File: config.mk
export PLATFORM = sky130hd
export DESIGN_NAME = unary_serializer
export DESIGN_NICKNAME = d
export VERILOG_FILES = /design/src/rtl/unary_pkg.sv /design/src/rtl/unary_serializer.sv
export SDC_FILE = /design/constraint.sdc
export NUM_CORES = 1
export LEC_CHECK = 0
export CORE_AREA = 2 2 39 41
export DETAILED_ROUTE_END_ITERATION = 8
export DIE_AREA = 0 0 41 43
export GPL_TIMING_DRIVEN = 0
export PLACE_DENSITY = 0.65
export RECOVER_POWER = 100
export SETUP_SLACK_MARGIN = 0.4
export SYNTH_ARGS = -nofsm -noshare
export SYNTH_HDL_FRONTEND = slang
export SYNTH_SLANG_ARGS = --single-unit
File: constraint.sdc
create_clock -name clk -period 2.05 [get_ports clk]
set_input_delay 0.3075 -clock clk [delete_from_list [all_inputs] [get_ports clk]]
set_output_delay 0.3075 -clock clk [all_outputs]
set_load 0.03 [all_outputs]
File: src/rtl/unary_pkg.sv
// Shared definitions for the unary serializer and the popcount blocks:
// FSM state encoding and the count-width helper.
package unary_pkg;

    typedef enum logic {
        IDLE = 1'b0,
        SEND = 1'b1
    } state_e;

    // Bits needed to hold a count in 0..width inclusive.
    function automatic int cw(input int width);
        return $clog2(width + 1);
    endfunction

endpackage

File: src/rtl/unary_serializer.sv
// Turns a count N into a WIDTH-bit LSB-first frame of N ones followed by zeros.
// Define UNARY_SER_SAT_EN to clamp out-of-range counts instead of dropping them.
module unary_serializer
    import unary_pkg::*;
#(
    parameter int  WIDTH = 5,
    localparam int CW    = cw(WIDTH)
) (
    input  logic          clk,
    input  logic          reset,
    input  logic          in_valid,
    output logic          in_ready,
    input  logic [CW-1:0] in_cnt,
    output logic          out_valid,
    input  logic          out_ready,
    output logic          out_bit,
    output logic          out_last,
    output logic          err
);

    state_e        state_q, state_d;
    logic [CW-1:0] idx_q, idx_d;
    logic [CW-1:0] cnt_q, cnt_d;
    logic          out_valid_q, out_valid_d;
    logic          out_bit_q, out_bit_d;
    logic          out_last_q, out_last_d;
    logic          err_q, err_d;

    logic          accept;
    logic          transfer;
    logic          cnt_oor;
    logic          drop;
    logic [CW-1:0] cnt_eff;
    logic [CW-1:0] idx_inc;

    // A new count is taken while idle or on the final beat, so frames run back to back.
    assign in_ready = !reset && ((state_q == IDLE) ||
                                 ((state_q == SEND) && out_ready && out_last_q));
    assign accept   = in_valid && in_ready;
    assign transfer = out_valid_q && out_ready;
    assign cnt_oor  = in_cnt > CW'(WIDTH);
    assign idx_inc  = idx_q + CW'(1);

`ifdef UNARY_SER_SAT_EN
    assign cnt_eff = cnt_oor ? CW'(WIDTH) : in_cnt;
    assign drop    = 1'b0;
`else
    assign cnt_eff = in_cnt;
    assign drop    = cnt_oor;
`endif

    // NOTE: every always_comb output gets a default first, so no path can infer a latch.
    always_comb begin
        state_d     = state_q;
        idx_d       = idx_q;
        cnt_d       = cnt_q;
        out_valid_d = out_valid_q;
        out_bit_d   = out_bit_q;
        out_last_d  = out_last_q;
        err_d       = 1'b0;

        if (accept && drop) begin
            state_d     = IDLE;
            idx_d       = '0;
            cnt_d       = in_cnt;
            out_valid_d = 1'b0;
            out_bit_d   = 1'b0;
            out_last_d  = 1'b0;
            err_d       = 1'b1;
        end else if (accept) begin
            state_d     = SEND;
            idx_d       = '0;
            cnt_d       = cnt_eff;
            out_valid_d = 1'b1;
            out_bit_d   = (cnt_eff != '0);
            out_last_d  = 1'b0;
        end else if (transfer) begin
            if (out_last_q) begin
                state_d     = IDLE;
                idx_d       = '0;
                out_valid_d = 1'b0;
                out_bit_d   = 1'b0;
                out_last_d  = 1'b0;
            end else begin
                idx_d      = idx_inc;
                out_bit_d  = (idx_inc < cnt_q);
                out_last_d = (idx_inc == CW'(WIDTH - 1));
            end
        end
    end

    // NOTE: state is updated only with non-blocking assignments so every register samples pre-edge values.
    always_ff @(posedge clk or posedge reset) begin
        if (reset) begin
            state_q     <= IDLE;
            idx_q       <= '0;
            cnt_q       <= '0;
            out_valid_q <= 1'b0;
            out_bit_q   <= 1'b0;
            out_last_q  <= 1'b0;
            err_q       <= 1'b0;
        end else begin
            state_q     <= state_d;
            idx_q       <= idx_d;
            cnt_q       <= cnt_d;
            out_valid_q <= out_valid_d;
            out_bit_q   <= out_bit_d;
            out_last_q  <= out_last_d;
            err_q       <= err_d;
        end
    end

    assign out_valid = out_valid_q;
    assign out_bit   = out_bit_q;
    assign out_last  = out_last_q;
    assign err       = err_q;

endmodule
After elaboration in Yosys (flattened, before gate mapping)
Index checks and enable logic that the tools add are counted.
W data, S select, Z words.
{ "op_classes": {"n_addsub": 1, "magnitude_cmp": 2, "eq_ne": 1, "mux": 19, "n_bitwise": 1, "n_reduce_logical": 12} }
{ "op_table": {"columns": ["cell", "count"], "rows": [
  ["$mux W3", 6],
  ["$mux W1", 13],
  ["$reduce_bool A3 Y1", 3],
  ["$logic_and A1 B1 Y1", 5],
  ["$add A3 B1 Y3 const B", 1],
  ["$eq A3 B3 Y1 const B", 1],
  ["$gt A3 B3 Y1 const B", 1],
  ["$lt A3 B3 Y1", 1],
  ["$reduce_and A2 Y1", 1],
  ["$reduce_bool A2 Y1", 1],
  ["$logic_not A1 Y1", 1],
  ["$logic_or A1 B1 Y1", 1],
  ["$not A1 Y1", 1]
]} }
{ "totals": {"ff_bits": 10, "inputBits": 7, "out_inout_bits": 5, "word_cells": 42} }

Depth between registers and ports, before layout
{ "depth": {"word_depth": 8, "ltp_mapped": 7, "depth_no_buf": 7} }

Worst setup path before layout
OpenSTA, ideal clock, no wires.
{ "synth_path": {"kind": "register to register", "from": "register idx_q[0]", "to": "register out_bit_q, in the netlist out_bit", "setup_ns": 0.123, "arrival_time_ns": 1.474, "required_time_ns": 1.927, "setup_slack_ns": 0.452, "path_stages_with_launch": 8, "n_path_buf": 0, "period_less_slack_ns": 1.598, "path_cell_list": "dfrtp_1 ha_1 ha_1 inv_1 ha_1 nor3_1 a211oi_1 o2bb2ai_1"} }
{ "synth_between": {"elab_chain_cells": 6} }
{ "synth_rtl": {"columns": ["element", "line", "source"], "rows": [
  ["start, declared", "unary_serializer.sv:22", "logic [CW-1:0] idx_q, idx_d;"],
  ["start signal, assigned", "unary_serializer.sv:104", "idx_q <= idx_d;"],
  ["$add A3 B1 Y3", "unary_serializer.sv:42", "assign idx_inc = idx_q + CW'(1);"],
  ["$lt A3 B3 Y1", "unary_serializer.sv:86", "out_bit_d = (idx_inc < cnt_q);"],
  ["$mux W1", "unary_serializer.sv:78", "if (out_last_q) begin"],
  ["$mux W1", "unary_serializer.sv:77", "end else if (transfer) begin"],
  ["$mux W1", "unary_serializer.sv:70", "end else if (accept) begin"],
  ["$mux W1", "unary_serializer.sv:62", "if (accept && drop) begin"],
  ["end signal, assigned", "unary_serializer.sv:107", "out_bit_q <= out_bit_d;"],
  ["end, declared", "unary_serializer.sv:25", "logic out_bit_q, out_bit_d;"]
]} }
Every way passes these cells. The select of a mux whose other input is x is not followed.
A chain may end at the register's enable or synchronous reset.

Worst setup path in the final report
{ "layout_path": {"from": "input port out_ready", "to": "output port in_ready"} }
{ "layout_between": {"elab_chain_cells": 4} }
{ "layout_rtl": {"columns": ["element", "line", "source"], "rows": [
  ["start, declared", "unary_serializer.sv:15", "input logic out_ready,"],
  ["$logic_and A1 B1 Y1", null, null],
  ["$logic_and A1 B1 Y1", "unary_serializer.sv:38", "((state_q == SEND) && out_ready && out_last_q));"],
  ["$logic_or A1 B1 Y1", "unary_serializer.sv:37", "assign in_ready = !reset && ((state_q == IDLE) ||"],
  ["$logic_and A1 B1 Y1", "unary_serializer.sv:37", null],
  ["end, declared", "unary_serializer.sv:12", "output logic in_ready,"]
]} }
Every way passes these cells.

==> flow_metrics.env <==
export IMPL_status="finished clean"
export IMPL_synth_area_top_cells="dfrtp_1 44%, ha_1 8.8%, mux2_4 8.0%"
export IMPL_drt_iter0_markers=8
export IMPL_seq_power_share=0.299
export IMPL_leakage_nw=0.368
export IMPL_syn_cell_area_um2=566
export IMPL_first_pass_iters=4
export IMPL_pwr_density_cell_nw_per_um2=1520
export IMPL_overflow=0
export IMPL_start_util=0.409
export IMPL_die_y_um=43
export IMPL_grt_pass1_wl_um=1730
export IMPL_min_period_ns=1.74
export IMPL_dpl_cell_area_um2=696
export IMPL_postRouteAntennaNets=0
export IMPL_fin_cells=86
export IMPL_max_stage_delay_ns=0.60
export IMPL_whs_ns=0.505
export IMPL_vias=439
export IMPL_p_sw_mw=0.458
export IMPL_worst_pin_slew_ns=0.397
export IMPL_end_kind="primary output"
export IMPL_setup_ws_ns=0.314
export IMPL_cp_data_required_time_ns=1.74
export IMPL_via_per_inst=5.10
export IMPL_fill_cells=126
export IMPL_synth_flop_cell="dfrtp_1"
export IMPL_grtUsageTotal=0.158
export IMPL_htreeDepth=1
export IMPL_rsz0062_at_grt="yes"
export IMPL_num_nets_final=82
export IMPL_clock_latency_ns=0.27
export IMPL_pre_cts_slack_ns=-0.0107
export IMPL_yosysTopAreaCellShare=0.442
export IMPL_worst_r2r_setup_slack_ns=0.43
export IMPL_io_buffers=11
export IMPL_async_flop_share=1.00
export IMPL_crit_chain="dlygate4sd3_1 > a21boi_4 > nor2_1 > clkbuf_2"
export IMPL_finalInstanceArea_um2=753
export IMPL_antennaDiodeCount=0
export IMPL_fin_worst_skew_ns=0.000591
export IMPL_cts_root_buf="clkbuf_4"
export IMPL_critPathLaunchType="input port"
export IMPL_cts_clk_slew_worst_paths_ns=0.07
export IMPL_grt_pass1_vias=383
export IMPL_synth_seq_area_share=0.442
export IMPL_drcViolationCount=0
export IMPL_synth_edff_count=0
export IMPL_irDropWorstVdd_v=0.000835
export IMPL_power_internal_mw=0.690
export IMPL_synthCells=52
export IMPL_gp_congestion=0.706
export IMPL_cts_made_buffers=3
export IMPL_fin_tns_setup_ns=0
export IMPL_setup_viol=0
export IMPL_wl_um=1180
export IMPL_rows=14
export IMPL_crit_arrival_ns=1.43
export IMPL_cp_slowest_cell="dlygate4sd3_1"
export IMPL_syn2layout_area_growth_pct=33.2
export IMPL_synthDistinctLibCells=20
export IMPL_fin_crit_sh=0.847
export IMPL_min_path_type="in2async"
export IMPL_clock_sinks=10
export IMPL_ys_ff_latch=10
export IMPL_pwr_share_comb=0.544
export IMPL_postSynthNetCount=63
export IMPL_cts_buffer_depth=2
export IMPL_drive_gt1_frac=0.214
export IMPL_fmax_mhz=576
export IMPL_fin_util=0.544
export IMPL_clkPwrFrac=0.157
export IMPL_drv_cap=0
export IMPL_wire_per_inst_um=13.7
export IMPL_antenna_found_initial=0
export IMPL_grt_start_max_net_pins=11
export IMPL_crit_fanout=5
export IMPL_yosysTopAreaCell="dfrtp_1"
export IMPL_avgSynthCellArea_um2=10.9
export IMPL_core_um2=1380
export IMPL_pin_count=12
export IMPL_dieArea_um2=1760
export IMPL_finalHoldViolCount=0
export IMPL_sw_frac_of_total=0.399
export IMPL_finalPower_mw=1.15
export IMPL_slew_headroom=0.735
export IMPL_dp_cells=79
export IMPL_post_dp_hpwl_um=775
export IMPL_tritoncts="yes"
export IMPL_critPathKind="in2out"
export IMPL_drv_slew=0
export IMPL_ys_warn_count=0
export IMPL_die_w_um=41
-- final timing paths --
kind | startpoint | end | cells after the start
min in group clk | cnt_q[2] | cnt_q[2] | 1
worst max register to register | idx_q[0] | out_bit | 7
worst max-delay path | out_ready | in_ready | 4
worst min register to register | cnt_q[2] | cnt_q[2] | 1
worst min-delay path | reset | out_bit | 2
max in group asynchronous | reset | cnt_q[0] | 2
-- cells in the mapped netlist, types with 2 or more instances --
| master | instances |
|---|---|
| inv_1 | 5 |
| ha_1 | 4 |
| nor2_1 | 5 |
| dfrtp_1 | 10 |
| nor3_1 | 4 |
| mux2i_1 | 2 |
| a21oi_1 | 3 |
| nand3b_1 | 2 |
| mux2_4 | 3 |
| nand2_1 | 4 |
-- critical path: cells and delay by family --
kind	cells	cell delay (ns)
AOI/OAI and AO/OA	1	0.27
buffers and inverters	2	0.78
and+or+nand+nor	1	0.07
-- flip-flops by register name, indices dropped and copies added, names as in the netlist --
name and cells:
cnt_q 3, idx_q 3, err 1, out_bit 1
out_last 1, out_valid 1
-- logic make-up after synthesis --
family,synth area share
adder cells (fa/ha/maj),0.0885
AO/OA/AOI/OAI,0.133
AND/OR/NAND/NOR,0.181
buffers and inverters,0.0398
flip-flops,0.442
multiplexers,0.115
-- repair_timing --
item / CTS / global route
hold buffers: 0 / 0
hold endpoints to repair: 0 / 0
cloned: 0 / 0
setup endpoints to repair: 3 / 3
setup buffers: 1 / 2
gates resized for setup: 2 / 8
pin swaps: 1 / 2
-- layout make-up --
cell class | instances | area [um2] | area share
plain buffers | 1 | 3.75 | 0.00498
clock buffers | 4 | 36.3 | 0.0482
inverters | 5 | 18.8 | 0.0249
multi-input cells | 36 | 304 | 0.404
flip-flops and latches | 10 | 250 | 0.332
well taps | 16 | 20.0 | 0.0266
repair buffers | 14 | 120 | 0.159
-- metal layers --
layer	up-vias	GRT usage	wire length, um
met3	4	0.0628	67
met1	203	0.182	445
met5	-	0	0
li1	217	-	-
met2	15	0.231	641
met4	0	0.100	27
-- layout by cell type (no fill, tap or decap), types with 2 or more instances in the layout --
| cell | n |
|---|---|
| nand2_1 | 4 |
| a21oi_1 | 3 |
| clkbuf_1 | 2 |
| nor2_1 | 5 |
| mux2i_1 | 2 |
| ha_1 | 3 |
| dfrtp_1 | 10 |
| inv_1 | 5 |
| clkbuf_4 | 3 |
| mux2_1 | 3 |
| nor3_1 | 3 |
| nand3b_1 | 2 |
| clkdlybuf4s50_1 | 4 |
| buf_4 | 3 |
| dlygate4sd3_1 | 4 |
-- power groups by stage --
stage	sequential, mW	clock (mW)	combinational, mW
finish	0.343	0.180	0.624
global route	0.354	0.199	0.690
CTS	0.348	0.187	0.575
detailed placement	0.356	0	0.563
global placement	0.351	0	0.552
floorplan	0.393	0	0.374
Note: power is estimated with default switching activity, not from simulation.
